[src/rtl/link_readline_arb_pkg.sv]
// Shared definitions for the multi-channel readline link stages:
// arbiter state encoding and a grant-index width helper.
package link_readline_arb_pkg;

  typedef enum logic [0:0] {
    IDLE = 1'b0,
    BUSY = 1'b1
  } LinkState;

  // Keeps index ports at least one bit wide when only one channel exists.
  function automatic int idxWidth(input int n);
    return (n <= 1) ? 1 : $clog2(n);
  endfunction

endpackage

[src/rtl/link_readline_arb_rr_pick.sv]
// Combinational round-robin picker: first set request at or after the
// pointer, wrapping modulo N.
module link_rr_pick
  import link_readline_arb_pkg::*;
#(
  parameter int  N  = 2,
  localparam int IW = idxWidth(N)
) (
  input  logic [N-1:0]  i_req,
  input  logic [IW-1:0] i_ptr,
  output logic [IW-1:0] o_idx,
  output logic          o_valid
);

  // Scan from the far end back toward the pointer so the closest request wins.
  always_comb begin
    logic [IW-1:0] w_cand;
    w_cand  = '0;
    o_idx   = '0;
    o_valid = 1'b0;
    for (int k = N - 1; k >= 0; k--) begin
      w_cand = IW'((int'(i_ptr) + k) % N);
      if (i_req[w_cand]) begin
        o_idx   = w_cand;
        o_valid = 1'b1;
      end
    end
  end

endmodule

[src/rtl/link_readline_arb.sv]
// Round-robin arbiter joining several readline requesters onto one shared
// responder; requests are latched so a requester may drop its strobe early.
module link_readline_arb
  import link_readline_arb_pkg::*;
#(
  parameter int  CHANNELS = 2,
  parameter int  ADDR_W   = 32,
  parameter int  LINE_W   = 128,
  localparam int IDX_W    = idxWidth(CHANNELS)
) (
  input  logic                         clk,
  input  logic                         rst,
  input  logic [CHANNELS-1:0]          req_readline_do,
  output logic [CHANNELS-1:0]          req_readline_done,
  input  logic [CHANNELS*ADDR_W-1:0]   req_readline_address,
  output logic [LINE_W-1:0]            req_readline_line,
  output logic                         resp_readline_do,
  input  logic                         resp_readline_done,
  output logic [ADDR_W-1:0]            resp_readline_address,
  input  logic [LINE_W-1:0]            resp_readline_line,
  output logic [IDX_W-1:0]             grant_idx
);

  LinkState            r_state;
  LinkState            w_nextState;
  logic [CHANNELS-1:0] w_effDo;
  logic [CHANNELS-1:0] w_owned;
  logic [ADDR_W-1:0]   w_effAddr [CHANNELS];
  logic [IDX_W-1:0]    r_grant;
  logic [IDX_W-1:0]    r_rrPtr;
  logic [IDX_W-1:0]    w_winIdx;
  logic                w_winValid;
  logic [ADDR_W-1:0]   r_capAddr;
  logic                w_fire;

  function automatic logic [IDX_W-1:0] nextPtr(input logic [IDX_W-1:0] idx);
    return (int'(idx) >= CHANNELS - 1) ? '0 : idx + IDX_W'(1);
  endfunction

  // A channel only latches while it does not already own the responder.
  for (genvar gi = 0; gi < CHANNELS; gi++) begin : g_chan
    logic              r_pending;
    logic [ADDR_W-1:0] r_addrQ;

    assign w_owned[gi] = (r_state == BUSY && r_grant == IDX_W'(gi)) ||
                         (r_state == IDLE && w_winValid && w_winIdx == IDX_W'(gi));

    always_ff @(posedge clk) begin
      if (rst) begin
        r_pending <= 1'b0;
        r_addrQ   <= '0;
      end else if (req_readline_done[gi]) begin
        r_pending <= 1'b0;
      end else if (req_readline_do[gi] && !w_owned[gi]) begin
        r_pending <= 1'b1;
        r_addrQ   <= req_readline_address[gi*ADDR_W +: ADDR_W];
      end
    end

    assign w_effDo[gi]   = req_readline_do[gi] | r_pending;
    assign w_effAddr[gi] = req_readline_do[gi] ? req_readline_address[gi*ADDR_W +: ADDR_W]
                                               : r_addrQ;
  end

  link_rr_pick #(.N(CHANNELS)) u_pick (
    .i_req   (w_effDo),
    .i_ptr   (r_rrPtr),
    .o_idx   (w_winIdx),
    .o_valid (w_winValid)
  );

  always_ff @(posedge clk) begin
    if (rst) r_state <= IDLE;
    else     r_state <= w_nextState;
  end

  always_comb begin
    w_nextState = r_state;
    case (r_state)
      IDLE:    if (w_winValid && !resp_readline_done) w_nextState = BUSY;
      BUSY:    if (resp_readline_done) w_nextState = IDLE;
      default: w_nextState = IDLE;
    endcase
  end

  // IDLE grants drive the responder combinationally so a request costs no extra cycle.
  always_comb begin
    resp_readline_do      = 1'b0;
    resp_readline_address = r_capAddr;
    req_readline_done     = '0;
    grant_idx             = r_grant;
    w_fire                = 1'b0;
    case (r_state)
      IDLE: begin
        if (w_winValid) begin
          resp_readline_do      = 1'b1;
          resp_readline_address = w_effAddr[w_winIdx];
          grant_idx             = w_winIdx;
          if (resp_readline_done) begin
            req_readline_done[w_winIdx] = 1'b1;
            w_fire                      = 1'b1;
          end
        end
      end
      BUSY: begin
        resp_readline_do = 1'b1;
        if (resp_readline_done) begin
          req_readline_done[r_grant] = 1'b1;
          w_fire                     = 1'b1;
        end
      end
      default: ;
    endcase
  end

  always_ff @(posedge clk) begin
    if (rst) begin
      r_grant   <= '0;
      r_capAddr <= '0;
      r_rrPtr   <= '0;
    end else begin
      if (r_state == IDLE && w_winValid) begin
        r_grant   <= w_winIdx;
        r_capAddr <= w_effAddr[w_winIdx];
      end
      if (w_fire) r_rrPtr <= nextPtr(grant_idx);
    end
  end

  assign req_readline_line = resp_readline_line;

endmodule

[config.mk]
export PLATFORM = sky130hd
export DESIGN_NAME = link_readline_arb
export DESIGN_NICKNAME = d
export VERILOG_FILES = /design/src/rtl/link_readline_arb_pkg.sv /design/src/rtl/link_readline_arb_rr_pick.sv /design/src/rtl/link_readline_arb.sv
export SDC_FILE = /design/constraint.sdc
export NUM_CORES = 1
export LEC_CHECK = 0
export CAP_MARGIN = 10
export CORE_UTILIZATION = 30
export CTS_CLUSTER_DIAMETER = 60
export DETAILED_ROUTE_END_ITERATION = 6
export MAX_ROUTING_LAYER = met4
export PLACE_DENSITY_LB_ADDON = 0.1
export SYNTH_ARGS = -nofsm -noshare
export SYNTH_HDL_FRONTEND = slang
export SYNTH_HIERARCHICAL = 1
export SYNTH_SLANG_ARGS = --single-unit
[constraint.sdc]
create_clock -name clk -period 7.5 [get_ports clk]
set_clock_uncertainty 0.2 [all_clocks]
set_input_delay 1.5 -clock clk [delete_from_list [all_inputs] [get_ports clk]]
set_output_delay 1.5 -clock clk [all_outputs]
set_load 0.05 [all_outputs]
* Yosys cells after proc, flatten, opt, wreduce, memory -nomap -nowiden
Index checks and enable logic that the tools add are counted.
** Cells by class
- Add/subtract/negate cells :: 2
- $lt $le $gt $ge :: 8
- Muxes and demuxes :: 34
- Bitwise operators :: 8
- Reduce and logical (&&, ||, !) cells :: 19
** Operators with widths (count)
- 32-bit two-way mux :: 7
- 1-bit two-way mux :: 18
- 1-bit logical AND :: 10
- 1-bit by 2-bit < comparator with 1-bit output (second input constant) :: 4
- 2-bit two-way mux :: 3
- 1-bit one-hot mux with 2 select lines :: 3
- 1-bit inverter :: 5
- 2-bit one-hot mux with 2 select lines :: 1
- 2-bit AND reduction :: 2
- 2-bit OR reduction :: 2
- 1-bit >= comparator (second input constant) :: 3
- 1-bit zero test :: 3
- 1-bit adder (second input constant) :: 2
- 1-bit demux with 1-bit select :: 2
- 2-bit >= comparator (second input constant) :: 1
- 1-bit logical OR :: 2
- 1-bit inverter with 2-bit output :: 1
- 1-bit OR :: 2
** Storage, ports and cells
- Register bits after elaboration :: 101
- Output and inout port bits :: 164

* Longest topological paths before layout
- Depth in word-level cells :: 14
- Mapped depth :: 10
- Depth with buffers taken out :: 5

* Modules after synthesis
Netlist, hierarchy kept.
** Modules (own cells, without submodules)
- link_readline_arb :: instances 1, cells an instance 682, area each 6117.1 µm²
- link_rr_pick :: instances 1, cells an instance 3, area each 17.5 µm²

* Worst setup path before layout
Ideal clock, no wire load.
- Kind :: input to output
- Start :: input req_readline_do[1]
- End :: output req_readline_done[0]
- Arrival :: 4.187 ns
- Required time :: 5.800 ns
- Path slack :: 1.613 ns
- Stages on the path :: 8
- Buffers on the path :: 4
- Cell sequence :: buf_2 > buf_2 > or2_2 > a21boi_1 > or3b_1 > buf_2 > clkbuf_1 > a21boi_0
** Between the ends
- Word-level cells in the longest chain between the ends :: 12
- Elaborated cells on any way between the ends :: 17
- Those cells by class :: order compare (2); mux (13); bitwise (1); reduce/logical (1)
** Ends and longest elaborated chain
- start: declaration :: RTL line link_readline_arb.sv:13 : input logic [CHANNELS-1:0] req_readline_do,
- 1-bit OR (*) :: RTL line link_readline_arb.sv:60 : assign w_effDo[gi] = req_readline_do[gi] | r_pending;
- net w_effDo[1] :: RTL line link_readline_arb.sv:26 : logic [CHANNELS-1:0] w_effDo;
- 1-bit two-way mux (implied by the code) (2 in series) :: RTL line link_readline_arb_rr_pick.sv:23 : if (i_req[w_cand]) begin
- 1-bit two-way mux :: RTL line link_readline_arb_rr_pick.sv:23
- 1-bit two-way mux (*) :: RTL line link_readline_arb_rr_pick.sv:23
- net w_winIdx :: RTL line link_readline_arb.sv:31 : logic [IDX_W-1:0] w_winIdx;
- 1-bit by 2-bit < comparator with 1-bit output (implied by the code) / 1-bit >= comparator (equally long branches) :: RTL line link_readline_arb.sv:100 : req_readline_done[w_winIdx] = 1'b1;
- 1-bit logical AND (implied by the code) :: RTL line link_readline_arb.sv:100
- 1-bit two-way mux (implied by the code) :: RTL line link_readline_arb.sv:100
- 1-bit demux with 1-bit select (*) :: RTL line link_readline_arb.sv:100
- 2-bit two-way mux (*) :: RTL line link_readline_arb.sv:99 : if (resp_readline_done) begin
- 2-bit two-way mux (*) :: RTL line link_readline_arb.sv:95 : if (w_winValid) begin
- 2-bit one-hot mux with 2 select lines (*) :: RTL line link_readline_arb.sv:93 : case (r_state)
- end: declaration :: RTL line link_readline_arb.sv:14 : output logic [CHANNELS-1:0] req_readline_done,
Mark *: on every way through the listed nets, which the timed path passes. The rest lies on a longest branch. The select of a mux whose other input is x is not followed.

* Worst setup path in the final report
- Start :: input req_readline_do[1]
- End :: output resp_readline_address[6]
** Between the ends
- Word-level cells in the longest chain between the ends :: 11
- Elaborated cells on any way between the ends :: 16
- Those cells by class :: mux (14); bitwise (2)
** Ends and longest elaborated chain
- 1-bit OR (*) :: RTL line link_readline_arb.sv:60
- net w_effDo[1] :: RTL line link_readline_arb.sv:26
- 1-bit two-way mux (implied by the code) (2 in series) :: RTL line link_readline_arb_rr_pick.sv:23
- 1-bit two-way mux :: RTL line link_readline_arb_rr_pick.sv:23
- 1-bit two-way mux (*) :: RTL line link_readline_arb_rr_pick.sv:23
- net w_winIdx :: RTL line link_readline_arb.sv:31
- 1-bit inverter with 2-bit output (implied by the code) (*) :: RTL line link_readline_arb.sv:97 : resp_readline_address = w_effAddr[w_winIdx];
- 32-bit two-way mux (implied by the code) (*) (3 in series) :: RTL line link_readline_arb.sv:97
- 32-bit two-way mux (*) :: RTL line link_readline_arb.sv:95
- 32-bit two-way mux (*) :: RTL line link_readline_arb.sv:93
- end: declaration :: RTL line link_readline_arb.sv:19 : output logic [ADDR_W-1:0] resp_readline_address,
Marked as above.

==> impl_metrics.yaml <==
status:
  status: "complete, no violations"
timing:
  maxSlewViolCount: 0
  worst_slew_pin_slew_ns: 1.087
  min_period_ns: 6.023
  fmax_mhz: 166.0
  hold_viol_final: 0
  setup_viol: 0
  rsz0062_at_grt: "false"
  min_period_over_period_pct: 80.30
  slew_headroom_pct: 27.55
  worst_slack_ns: 1.477
  setup-tns-final_ns: 0
worst_setup_path:
  rrSetupSlack_ns: 4.17
  cp-startpoint: "req_readline_do[1]"
  required_ns: 5.80
  critPathMaxStageDelay_ns: 0.82
  endpoint: "resp_readline_address[6]"
  reg2reg_from: "g_chan[0].r_pending"
  cp.arrival_ns: 4.32
  path_max_fanout: 23
  reg2reg_to: "g_chan[0].r_addrQ[17]"
  path_cells: "buf_2 -> or2_2 -> a21boi_1 -> or3b_1 -> buf_4 -> o22a_1 -> nand2_1 -> clkdlybuf4s50_1"
  path_depth: 8
  rr_worst_depth: 6
  setup.worst_path.class: "input pin to output pin"
  crit_path_end_kind: "output pin"
  start_kind: "input pin"
  crit_slowest_cell: "clkdlybuf4s50_1"
  crit_buf_inv: 3
  critical_path.top_delay_family: "buffers and inverters"
die:
  die_w_um: 145
  ios: 361
  initial_core_util_pct: 31.01
  dieArea_um2: 21030
  die_h_um: 145
  core_um2: 19780
  row_count: 51
power_and_ir_drop:
  pwr-share-clk_pct: 33.0
  switching_share_pct: 31.66
  p_switching_uw: 499.5
  leakagePower_nw: 2.672
  ir_worst_vdd_mv: 0.1105
  pwr-share-comb_pct: 28.7
  internal_power_mw: 1.078
  seq_power_share_pct: 38.3
  cellPowerDensity_nw_per_um2: 235.9
cts:
  htreeDepth: 3
  clock-root-buffer: "clkbuf_16"
  numCtsBuffers: 9
  clk_pin_slew_ns: 0.07
  cts_resized: 0
  cts_tree: "done"
  cts_hold_buf: 0
  insertion_delay_ns: 0.35
  post_cts_buffers: 0
  clkSinkCount: 101
  cts_buffer_depth: 2
detailed_routing:
  routedWlPerCell_um: 16.35
  wirelength_mm: 14.76
  drt_iter0_drc: 171
  drc: 0
  viasPerCell: 4.641
  ant_nets: 0
  first_pass_iters: 4
  vias: 4191
logic_synthesis:
  synth.top_cell.area_share_pct: 32.96
  syn-cell-area_um2: 6135
  async_flop_share_pct: 0
  synth_top_cell_by_area: "dfxtp_1"
  post-synth-top-count-cell: "nand2b_1"
  avgSynthCellArea_um2: 8.956
  ys_top_cells_by_count: "nand2b_1, buf_4, mux2i_1"
  synth-seq-cells: 101
  synth_nets: 882
  syn_inst: 685
  yosysWarnings: 6
  synth_flop_cell: "dfxtp_1"
  yosysSeqAreaShare_pct: 32.96
  synth_edf_count: 0
  synthTopCellsByArea: "dfxtp_1, mux2i_1, buf_4, nand2b_1, o22a_1"
  yosysUniqueCellTypes: 24
cells_and_area:
  area_delta_synth_final_pct: 8.994
  fin_area_um2: 6686
  final_nets: 830
  multi_input_area_um2: 2929
  seq_area_um2: 2022
  nFillCells: 2034
  antenna-diode-count: 0
  final_cells: 903
  drive_gt1_share_pct: 4.702
grt:
  grt.total_usage_pct: 14.58
  grt_pass1_vias: 4324
  grt_first_pass_wirelength_mm: 23.37
  grt_max_degree: 116
  gr-total-overflow: 0
  antenna_found_initial: 0
hold_path:
  hp-class: "register to register"
placement:
  dpl_worst_slack_ns: 1.462
  dp.cells: 887
  place_area_um2: 6360
  dp_hpwl_mm: 9.840
  place_congestion: 0.7220
  io_buffers: 104
run:
  cap_viol_max_count: 0
[cell families after synthesis]
| family | share of synthesized area, % |
|---|---|
| and+or+nand+nor | 18.89 |
| buffers and inverters | 19.36 |
| AOI/OAI and AO/OA | 7.913 |
| muxes | 20.89 |
| DFF | 32.96 |
[routing by layer]
layer  vias up  GRT usage, %  share of wire, %  wire length [µm]
met5         -             -                 0                 0
met4         0         6.170               2.6               382
met3        65         5.220               6.3               925
met2       158         22.69                45              6699
met1      1930         16.88                46              6754
li1       2038             -                 -                 -
[how the worst min path moves through the flow]
stage	from	endpoint	slack [ns]	depth (start not counted)
after floorplan	r_capAddr[0]	r_capAddr[0]	0.24	2
after global placement	r_capAddr[30]	r_capAddr[30]	0.25	2
after detailed placement	r_capAddr[14]	r_capAddr[14]	0.26	2
after CTS	r_capAddr[7]	r_capAddr[7]	0.26	2
after global routing	r_capAddr[31]	r_capAddr[31]	0.28	2
final	r_capAddr[29]	r_capAddr[29]	0.26	2
[worst reg2reg max path: cells and delay by family, from the launching register on]
family | cells | cell delay, ns
AND/OR/NAND/NOR | 4 | 2.06
buffers and inverters | 1 | 0.38
flip-flops | 1 | 0.33
multiplexers | 1 | 0.28
[sequential cells by signal (all words and copies together) (netlist names)]
signal	flops
g_chan.r_addrQ	64
g_chan.r_pending	2
r_capAddr	32
r_grant	1
r_rrPtr	1
r_state	1
[metrics by stage]
stage               power (mW)  utilization [%]  hold slack [ns]
detailed placement       1.077            32.15           0.2555
global route             1.664            33.80           0.2838
global placement         1.072            32.15           0.2519
finish                   1.578            33.80           0.2619
floorplan                1.106                -           0.2443
CTS                      1.613            33.80           0.2649
[placed cells by master, fill, tap and decap left out, types with 2 or more instances in the layout]
cell and count:
nand2b_1 131, mux2i_1 128, dfxtp_1 101, clkdlybuf4s50_1 101, nand2_1 67, a21oi_1 34
o22a_1 32, clkbuf_16 9, buf_4 7, or2_2 3, a21boi_0 2, nand3_1 2
o22ai_1 2, bufinv_16 2, clkbuf_8 2, clkinv_2 2, buf_2 2
[power groups by stage]
stage | Combinational [mW] | Clock (mW) | Sequential, mW
floorplan | 0.495 | 0 | 0.611
global placement | 0.457 | 0 | 0.615
detailed placement | 0.459 | 0 | 0.617
CTS | 0.461 | 0.547 | 0.605
global route | 0.487 | 0.567 | 0.610
finish | 0.453 | 0.520 | 0.605
[final cells by class]
type / instances / share of cell area [%]
Multi-Input combinational cell: 410 / 43.81
Sequential cell: 101 / 30.24
Timing Repair Buffer: 110 / 16.06
Tap cell: 265 / 4.959
Clock buffer: 12 / 3.836
Clock inverter: 4 / 1.048
Inverter: 1 / 0.05614
Power figures use the tool's default switching activity.
